### src/rtl/ram256x32_arbiter.sv
// Two-requester round-robin arbiter in front of a synchronous single-port-pair RAM,
// with a clear sweep that zero-fills every word while arbitration is suspended.
module ram256x32_arbiter #(
    parameter int ADDR_W = 8,
    parameter int DATA_W = 32
) (
    input  logic              i_clk,
    input  logic              i_rst_n,
    input  logic              r0_valid,
    input  logic              r1_valid,
    input  logic              r0_we,
    input  logic              r1_we,
    input  logic [ADDR_W-1:0] r0_addr,
    input  logic [ADDR_W-1:0] r1_addr,
    input  logic [DATA_W-1:0] r0_wdata,
    input  logic [DATA_W-1:0] r1_wdata,
    output logic              r0_ready,
    output logic              r1_ready,
    output logic              r0_rsp_valid,
    output logic              r1_rsp_valid,
    output logic [DATA_W-1:0] r0_rsp_rdata,
    output logic [DATA_W-1:0] r1_rsp_rdata,
    input  logic              clear,
    output logic              busy,
    output logic              ram_we,
    output logic [ADDR_W-1:0] ram_waddr,
    output logic [DATA_W-1:0] ram_wdata,
    output logic              ram_re,
    output logic [ADDR_W-1:0] ram_raddr,
    input  logic [DATA_W-1:0] ram_rdata
);

    typedef enum logic {
        S_IDLE,
        S_CLEAR
    } state_t;

    state_t            r_state;
    state_t            w_nextState;
    logic [ADDR_W-1:0] r_sweepAddr;
    logic              r_lastGrant;
    logic              r_rspPend0;
    logic              r_rspPend1;
    logic [DATA_W-1:0] r_rdata0;
    logic [DATA_W-1:0] r_rdata1;
    logic              w_grant0;
    logic              w_grant1;

    // Outputs are gated by reset so nothing is granted or written while reset is held.
    always_comb begin
        w_nextState = r_state;
        w_grant0    = 1'b0;
        w_grant1    = 1'b0;
        busy        = 1'b0;
        ram_we      = 1'b0;
        ram_waddr   = '0;
        ram_wdata   = '0;
        ram_re      = 1'b0;
        ram_raddr   = '0;
        if (i_rst_n) begin
            case (r_state)
                S_IDLE: begin
                    if (clear) begin
                        w_nextState = S_CLEAR;
                    end else if (r0_valid && (!r1_valid || r_lastGrant)) begin
                        w_grant0 = 1'b1;
                    end else if (r1_valid) begin
                        w_grant1 = 1'b1;
                    end
                    if (w_grant0) begin
                        ram_we    = r0_we;
                        ram_re    = !r0_we;
                        ram_waddr = r0_addr;
                        ram_wdata = r0_wdata;
                        ram_raddr = r0_addr;
                    end else if (w_grant1) begin
                        ram_we    = r1_we;
                        ram_re    = !r1_we;
                        ram_waddr = r1_addr;
                        ram_wdata = r1_wdata;
                        ram_raddr = r1_addr;
                    end
                end
                S_CLEAR: begin
                    busy      = 1'b1;
                    ram_we    = 1'b1;
                    ram_waddr = r_sweepAddr;
                    if (r_sweepAddr == {ADDR_W{1'b1}}) begin
                        w_nextState = S_IDLE;
                    end
                end
                default: w_nextState = S_IDLE;
            endcase
        end
    end

    assign r0_ready = w_grant0;
    assign r1_ready = w_grant1;

    always_ff @(posedge i_clk or negedge i_rst_n) begin
        if (!i_rst_n) begin
            r_state     <= S_IDLE;
            r_sweepAddr <= '0;
            r_lastGrant <= 1'b1;
            r_rspPend0  <= 1'b0;
            r_rspPend1  <= 1'b0;
            r_rdata0    <= '0;
            r_rdata1    <= '0;
        end else begin
            r_state     <= w_nextState;
            r_sweepAddr <= (r_state == S_CLEAR) ? r_sweepAddr + 1'b1 : '0;
            if (w_grant0) begin
                r_lastGrant <= 1'b0;
            end else if (w_grant1) begin
                r_lastGrant <= 1'b1;
            end
            r_rspPend0 <= w_grant0 && !r0_we;
            r_rspPend1 <= w_grant1 && !r1_we;
            if (r_rspPend0) begin
                r_rdata0 <= ram_rdata;
            end
            if (r_rspPend1) begin
                r_rdata1 <= ram_rdata;
            end
        end
    end

    // RAM data arrives during the response cycle; the register keeps it afterwards.
    assign r0_rsp_valid = r_rspPend0;
    assign r1_rsp_valid = r_rspPend1;
    assign r0_rsp_rdata = r_rspPend0 ? ram_rdata : r_rdata0;
    assign r1_rsp_rdata = r_rspPend1 ? ram_rdata : r_rdata1;

endmodule
### config.mk
export PLATFORM = sky130hd
export DESIGN_NAME = ram256x32_arbiter
export DESIGN_NICKNAME = d
export VERILOG_FILES = /design/src/rtl/ram256x32_arbiter.sv
export SDC_FILE = /design/constraint.sdc
export NUM_CORES = 1
export LEC_CHECK = 0
export BUFFER_PORTS_ARGS = -buffer_cell sky130_fd_sc_hd__buf_2
export CORE_ASPECT_RATIO = 0.8
export CORE_MARGIN = 1
export CORE_UTILIZATION = 42
export CTS_CLUSTER_SIZE = 14
export DETAILED_ROUTE_END_ITERATION = 10
export HOLD_SLACK_MARGIN = 0.15
export PLACE_DENSITY = 0.81
export SLEW_MARGIN = 10
export SYNTH_ARGS = -nofsm -noshare
export SYNTH_HDL_FRONTEND = slang
export SYNTH_SLANG_ARGS = --single-unit
### constraint.sdc
create_clock -name i_clk -period 1.5 [get_ports i_clk]
set_input_delay 0.15 -clock i_clk [delete_from_list [all_inputs] [get_ports i_clk]]
set_output_delay 0.15 -clock i_clk [all_outputs]
set_load 0.02 [all_outputs]
==> results.cfg, run 1 <==
[synth]
seq_area_frac_synth_pct = 53.90
yosysWarnings = 0
synth_top_area_cell = dfrtp_1
synth-compound-area-share_pct = 13.39
syn_inst = 263
synth.avg_cell_area_um2 = 13.43
synth_top_family_by_area = multiplexers
yosys.area_share.adder_pct = 0.3544
synth_xor_area_share_pct = 0.7442
synth.distinct_cells = 35
ys_seq_elements = 76
syn-num-nets = 383
synth.top_cells.by_area = dfrtp_1 53%, mux2_1 19%, a22o_1 9.9%
synth-simple-area-share_pct = 6.378
synthesis.area_mm2 = 0.003531
synth_top_area_share_pct = 53.15
muxShareOfSynthArea_pct = 20.98

[place]
dp_cells = 602
port-buffer-count = 237
hpwlAfterDp_mm = 7.614
dpl_cell_area_mm2 = 0.004923
place.gp.congestion = 0.7744

[global_routing]
grt_max_degree = 55
grt_pass1_vias = 4011
grt_usage_pct = 34.42
grt_overflow = 0
grt_pass1_wl_mm = 22.60
antenna_found_initial = 3

[timing]
fmax_mhz = 518.3
slew_headroom_pct = 53.61
setup_viol = 116
rsz0062_at_grt = yes
tns_ns = -30.66
worst_slew_pin_slew_ns = 0.6959
final.period_utilization_pct = 128.6
drv_slew = 0
fin_ws_ns = -0.4293
hold_violations = 0
skew_ns = 0.008748
period_needed_ns = 1.929

[power]
netSwitchingPower_mw = 1.749
pwr-share-comb_pct = 28.6
power_leakage_nw = 3.700
power_density_mw_per_mm2 = 826.4
ir_drop_mv = 0.8998
swShare_pct = 29.47
pwr-share-seq_pct = 41.0
power_frac_clock_pct = 30.4
p_int_mw = 4.187

[status]
status = complete, but fails checks
violations = negative setup slack

[clock_tree]
clkLatencyLatePin_ns = 0.35
cts.sinks = 76
tritoncts.num_buffers = 9
clkTransAtPathRegs_ns = 0.09
clock_path_buffers = 2
clock-root-buffer = clkbuf_8
cts_tree = yes
htreeDepth = 3

[route]
wire_per_inst_um = 24.48
wl_mm = 17.63
first_pass_iters = 4
drt-initial-drc-count = 210
vias = 4122
ant_nets = 0
drcViolationCount = 0
vias_per_cell = 5.725

[worst_setup_path]
cp.arrival_ns = 1.78
worst_setup_path_end_kind = output pin
start_kind = flop
path_max_fanout = 6
path_class = flop to output pin
crit_required_ns = 1.35

[layout]
area_growth_pct = 103.4
nets = 724
final_area_mm2 = 0.007183
drive_gt1_share_pct = 66.17
final_cells = 720

[worst_hold_path]
hold_class = input port to flop

[die]
ios = 238
die-area_mm2 = 0.008780
core-area_mm2 = 0.008055
rows = 29
die_h_um = 84.01
die_w_um = 104.5
initial_utilization_pct = 43.83

[run]
drv_cap = 0
final timing paths:
path,startpoint,end,slack [ns],cells after the start
worst min-delay path,r1_valid,r0_rsp_valid,0.28,5
worst max-delay path,r_lastGrant,ram_wdata[19],-0.43,6
min in group asynchronous,i_rst_n,r_sweepAddr[0],0.46,3
max in group asynchronous,i_rst_n,r_rdata1[5],0.25,4
worst max register to register,r1_rsp_valid,r_rdata1[11],0.08,5
worst min register to register,r_rdata0[1],r_rdata0[1],0.51,1
layout by cell type, fill, tap and decap left out, types with 2 or more instances in the layout:
master,count
nor2b_1,3
buf_2,130
inv_1,2
buf_16,7
nand3_1,3
mux2_4,64
buf_4,54
buf_6,108
and3_1,8
nor2_1,2
diode_2,3
dfrtp_1,73
clkbuf_8,10
dfrtp_2,2
a221o_1,8
buf_12,6
dlygate4sd3_1,38
clkinvlp_4,2
mux2i_1,2
a22o_1,40
nand4_1,2
xnor2_1,2
and2_1,5
buf_8,5
clkbuf_16,3
nand2_1,5
bufinv_16,2
worst max-delay path, cell delays in order, from the launching register on:
cell       delay [ns]
dfstp_2          0.56
nand2b_4         0.14
nand3_4          0.11
inv_8            0.14
clkbuf_16        0.16
a22o_1           0.18
buf_6            0.14
power groups by stage:
stage | logic, mW | registers, mW | clock network, mW
after floorplan | 0.624 | 2.39 | 0
after global placement | 1.04 | 2.42 | 0
after detailed placement | 1.07 | 2.43 | 0
after CTS | 1.49 | 2.40 | 1.78
after global routing | 1.78 | 2.45 | 1.91
final | 1.70 | 2.44 | 1.80
kinds of logic after synthesis:
family / after synthesis
buffers and inverters: 25
flip-flops: 76
XOR/XNOR: 3
AND/OR/NAND/NOR: 38
AO/OA/AOI/OAI: 54
adder cells (fa/ha/maj): 1
multiplexers: 66
registers in the layout, indices dropped and copies added, names as in the netlist:
| register | flops |
|---|---|
| r_sweepAddr | 8 |
| r_state | 1 |
| r_rdata1 | 32 |
| r1_rsp_valid | 1 |
| r_lastGrant | 1 |
| r0_rsp_valid | 1 |
| r_rdata0 | 32 |
cell usage after synthesis (all sizes together):
master,number
a21boi,1
and3,9
nand3b,1
o21ai,1
mux2i,2
ha,1
nor2,2
nor3,1
or3,1
nor2b,4
mux2,64
nand4,2
xor2,1
a21oi,1
a221o,8
dfrtp,75
nand2,6
nand3,4
dfstp,1
o2bb2ai,1
and2,6
a41oi,1
o21a,1
inv,3
a22o,40
nand2b,2
xnor2,2
buf,17
clkbuf,5
routing by layer:
metal	up-vias	track usage [%]	wire (µm)
met5	-	0	0
li1	1672	-	-
met4	0	8.961	786
met2	300	60.39	8755
met3	70	10.93	1521
met1	2080	40.71	6561
repair_timing:
action | CTS | global route
pin swaps | 7 | 7
setup endpoints to repair | 117 | 118
buffers inserted | 28 | 27
resized for setup | 268 | 81
hold buffers | 38 | 0
gates cloned | 11 | 3
hold endpoints to repair | 83 | 0
through the flow:
| step | setup WS (ns) | hold slack, ns | utilization (%) | power [mW] |
|---|---|---|---|---|
| 4_1_cts | -0.4037 | 0.2483 | 84.67 | 5.671 |
| 3_3_place_gp | -0.04251 | 0.1091 | 61.12 | 3.457 |
| 2_1_floorplan | 0.0006797 | -0.1456 | - | 3.014 |
| 6_report | -0.4293 | 0.2784 | 89.17 | 5.936 |
| 5_1_grt | -0.4878 | 0.2859 | 89.17 | 6.140 |
| 3_5_place_dp | -0.08037 | 0.1082 | 61.12 | 3.501 |
cell type report:
cell class	count	area, µm²
sequential	76	1906
multi-input combinational	162	1743
clock inverter	5	83.83
inverter	3	18.77
clock buffer	11	141.4
fill	349	872.1
tap	108	135.1
antenna	3	7.507
timing repair buffer	352	3148
Power figures use the tool's default switching activity.
==> inputs of run 2 (changes only) <==
TNS_END_PERCENT = 50   (was unset)
==> results.cfg, run 2 (synthesized netlist as in run 1, its figures left out) <==
[power]
netSwitchingPower_mw = 1.585
power_leakage_nw = 3.416
swShare_pct = 28.27
pwr-share-seq_pct = 43.1
pwr-share-comb_pct = 25.7
ir_drop_mv = 0.8355
p_int_mw = 4.020
power_density_mw_per_mm2 = 855.2
power_mw = 5.605
power_frac_clock_pct = 31.1

[layout]
layout_commonest_cell = buf_2
final_cells = 672
largestRegisters = r_rdata0: 32 flops, r_rdata1: 32 flops, r_sweepAddr: 8 flops
nets = 679
layout_common_cells = 150 x buf_2, 83 x buf_6, 73 x dfrtp_1, 43 x mux2_4, 40 x a22o_1
area_growth_pct = 85.61
drive_gt1_share_pct = 59.93
antenna_cells = 0

[route]
vias_per_cell = 5.446
wire_per_inst_um = 20.32
drt-initial-drc-count = 145
wl_mm = 13.66
drcViolationCount = 0
vias = 3660
ant_nets = 0
first_pass_iters = 4

[worst_setup_path]
start_kind = flop
worst_setup_path_end_kind = output pin
crit_required_ns = 1.35
path_class = flop to output pin
cp.arrival_ns = 1.76
path_max_fanout = 6

[timing]
rsz0062_at_grt = yes
final.period_utilization_pct = 127.6
setup_viol = 116
slew_headroom_pct = 55.74
worst_slew_pin_slew_ns = 0.6639
drv_slew = 0
fin_ws_ns = -0.4135
hold_violations = 0
skew_ns = 0.006125
fmax_mhz = 522.6
period_needed_ns = 1.914

[global_routing]
met3_usage_pct = 7.728
grt_util_met1_pct = 34.75
top_usage_layer = met2
grt_max_degree = 55
grt_pass1_vias = 3608
met2_usage_pct = 48.04
antenna_found_initial = 0
grt_overflow = 0
grt_pass1_wl_mm = 19.08
grt_usage_pct = 28.10

[die]
initial_utilization_pct = 43.83
die_h_um = 84.01
rows = 29
core-area_mm2 = 0.008055
ios = 238
die-area_mm2 = 0.008780
die_w_um = 104.5

[run]
drv_cap = 0

[place]
dp_cells = 602
place.gp.congestion = 0.7744
hpwlAfterDp_mm = 7.614
post-place-ws_ns = -0.08037
port-buffer-count = 237

[status]
status = complete, but fails checks
violations = negative setup slack

[clock_tree]
cts.sinks = 76
clkLatencyLatePin_ns = 0.34
clock_path_buffers = 2
htreeDepth = 3
clkTransAtPathRegs_ns = 0.08
tritoncts.num_buffers = 9
clock-root-buffer = clkbuf_8
cts_tree = yes

[worst_hold_path]
hold_class = input port to flop
## run 2: cell count changes in the layout (fill, tap and decap cells not counted)
cell / before / now
buf_2: 130 / 150
diode_2: 3 / 0
mux2_1: 0 / 21
buf_16: 7 / 4
buf_8: 5 / 4
o2bb2ai_1: 1 / 0
buf_6: 108 / 83
o2bb2ai_2: 0 / 1
buf_4: 54 / 18
mux2_4: 64 / 43
## run 2: power groups by stage
stage                     sequential, mW  clock, mW  combinational [mW]
after detailed placement            2.43          0                1.07
after CTS                           2.40       1.78                1.33
after global placement              2.42          0                1.04
after floorplan                     2.39          0               0.624
after global routing                2.44       1.88                1.54
final                               2.42       1.74                1.44
## run 2: path summary, 6_finish.rpt
check | start | end | slack [ns] | cells past startpoint
worst min-delay path | r1_valid | r0_rsp_valid | 0.38 | 6
worst min register to register | r_rdata1[17] | r_rdata1[17] | 0.49 | 1
max in group asynchronous | i_rst_n | r_rdata0[24] | 0.33 | 4
worst max register to register | r_lastGrant | r_lastGrant | 0.23 | 5
min in group asynchronous | i_rst_n | r_rdata0[14] | 0.46 | 3
worst max-delay path | r_lastGrant | ram_wdata[17] | -0.41 | 6
## run 2: metal layers
layer	wire (µm)	up-vias
met5	0	-
met4	317	0
met3	972	36
met2	6932	196
met1	5434	1852
li1	-	1576
## run 2: repair_timing
| action | CTS | global route |
|---|---|---|
| pin swaps | 7 | 9 |
| endpoints found under the hold margin | 89 | 0 |
| cloned | 5 | 4 |
| setup buffers | 2 | 7 |
| resized for setup | 148 | 100 |
| setup endpoints to repair | 117 | 117 |
| hold buffers | 38 | 0 |
## run 2: area by class of cell
class | count | area (µm²)
multi-input combinational | 162 | 1670
sequential | 76 | 1906
clock inverter | 5 | 83.83
inverter | 3 | 18.77
tap | 108 | 135.1
timing repair buffer | 307 | 2599
fill | 449 | 1501
clock buffer | 11 | 141.4
## run 2: worst max-delay path: stages (launching register included)
cell and delay, ns:
dfstp_2 0.56, nand2b_4 0.15, nand3_4 0.11, inv_8 0.14, clkbuf_16 0.16, a22o_1 0.13, buf_2 0.17
## run 2: metrics by stage
stage / hold WS [ns] / util (%) / area (µm²) / TNS (ns)
after CTS: 0.2483 / 76.55 / 6166 / -30.66
after detailed placement: 0.1082 / 61.12 / 4923 / -0.9898
after global placement: 0.1091 / 61.12 / 4923 / -0.4834
after floorplan: -0.1456 / - / 3531 / 0
final: 0.3837 / 81.36 / 6554 / -26.79
after global routing: 0.3735 / 81.36 / 6554 / -34.37
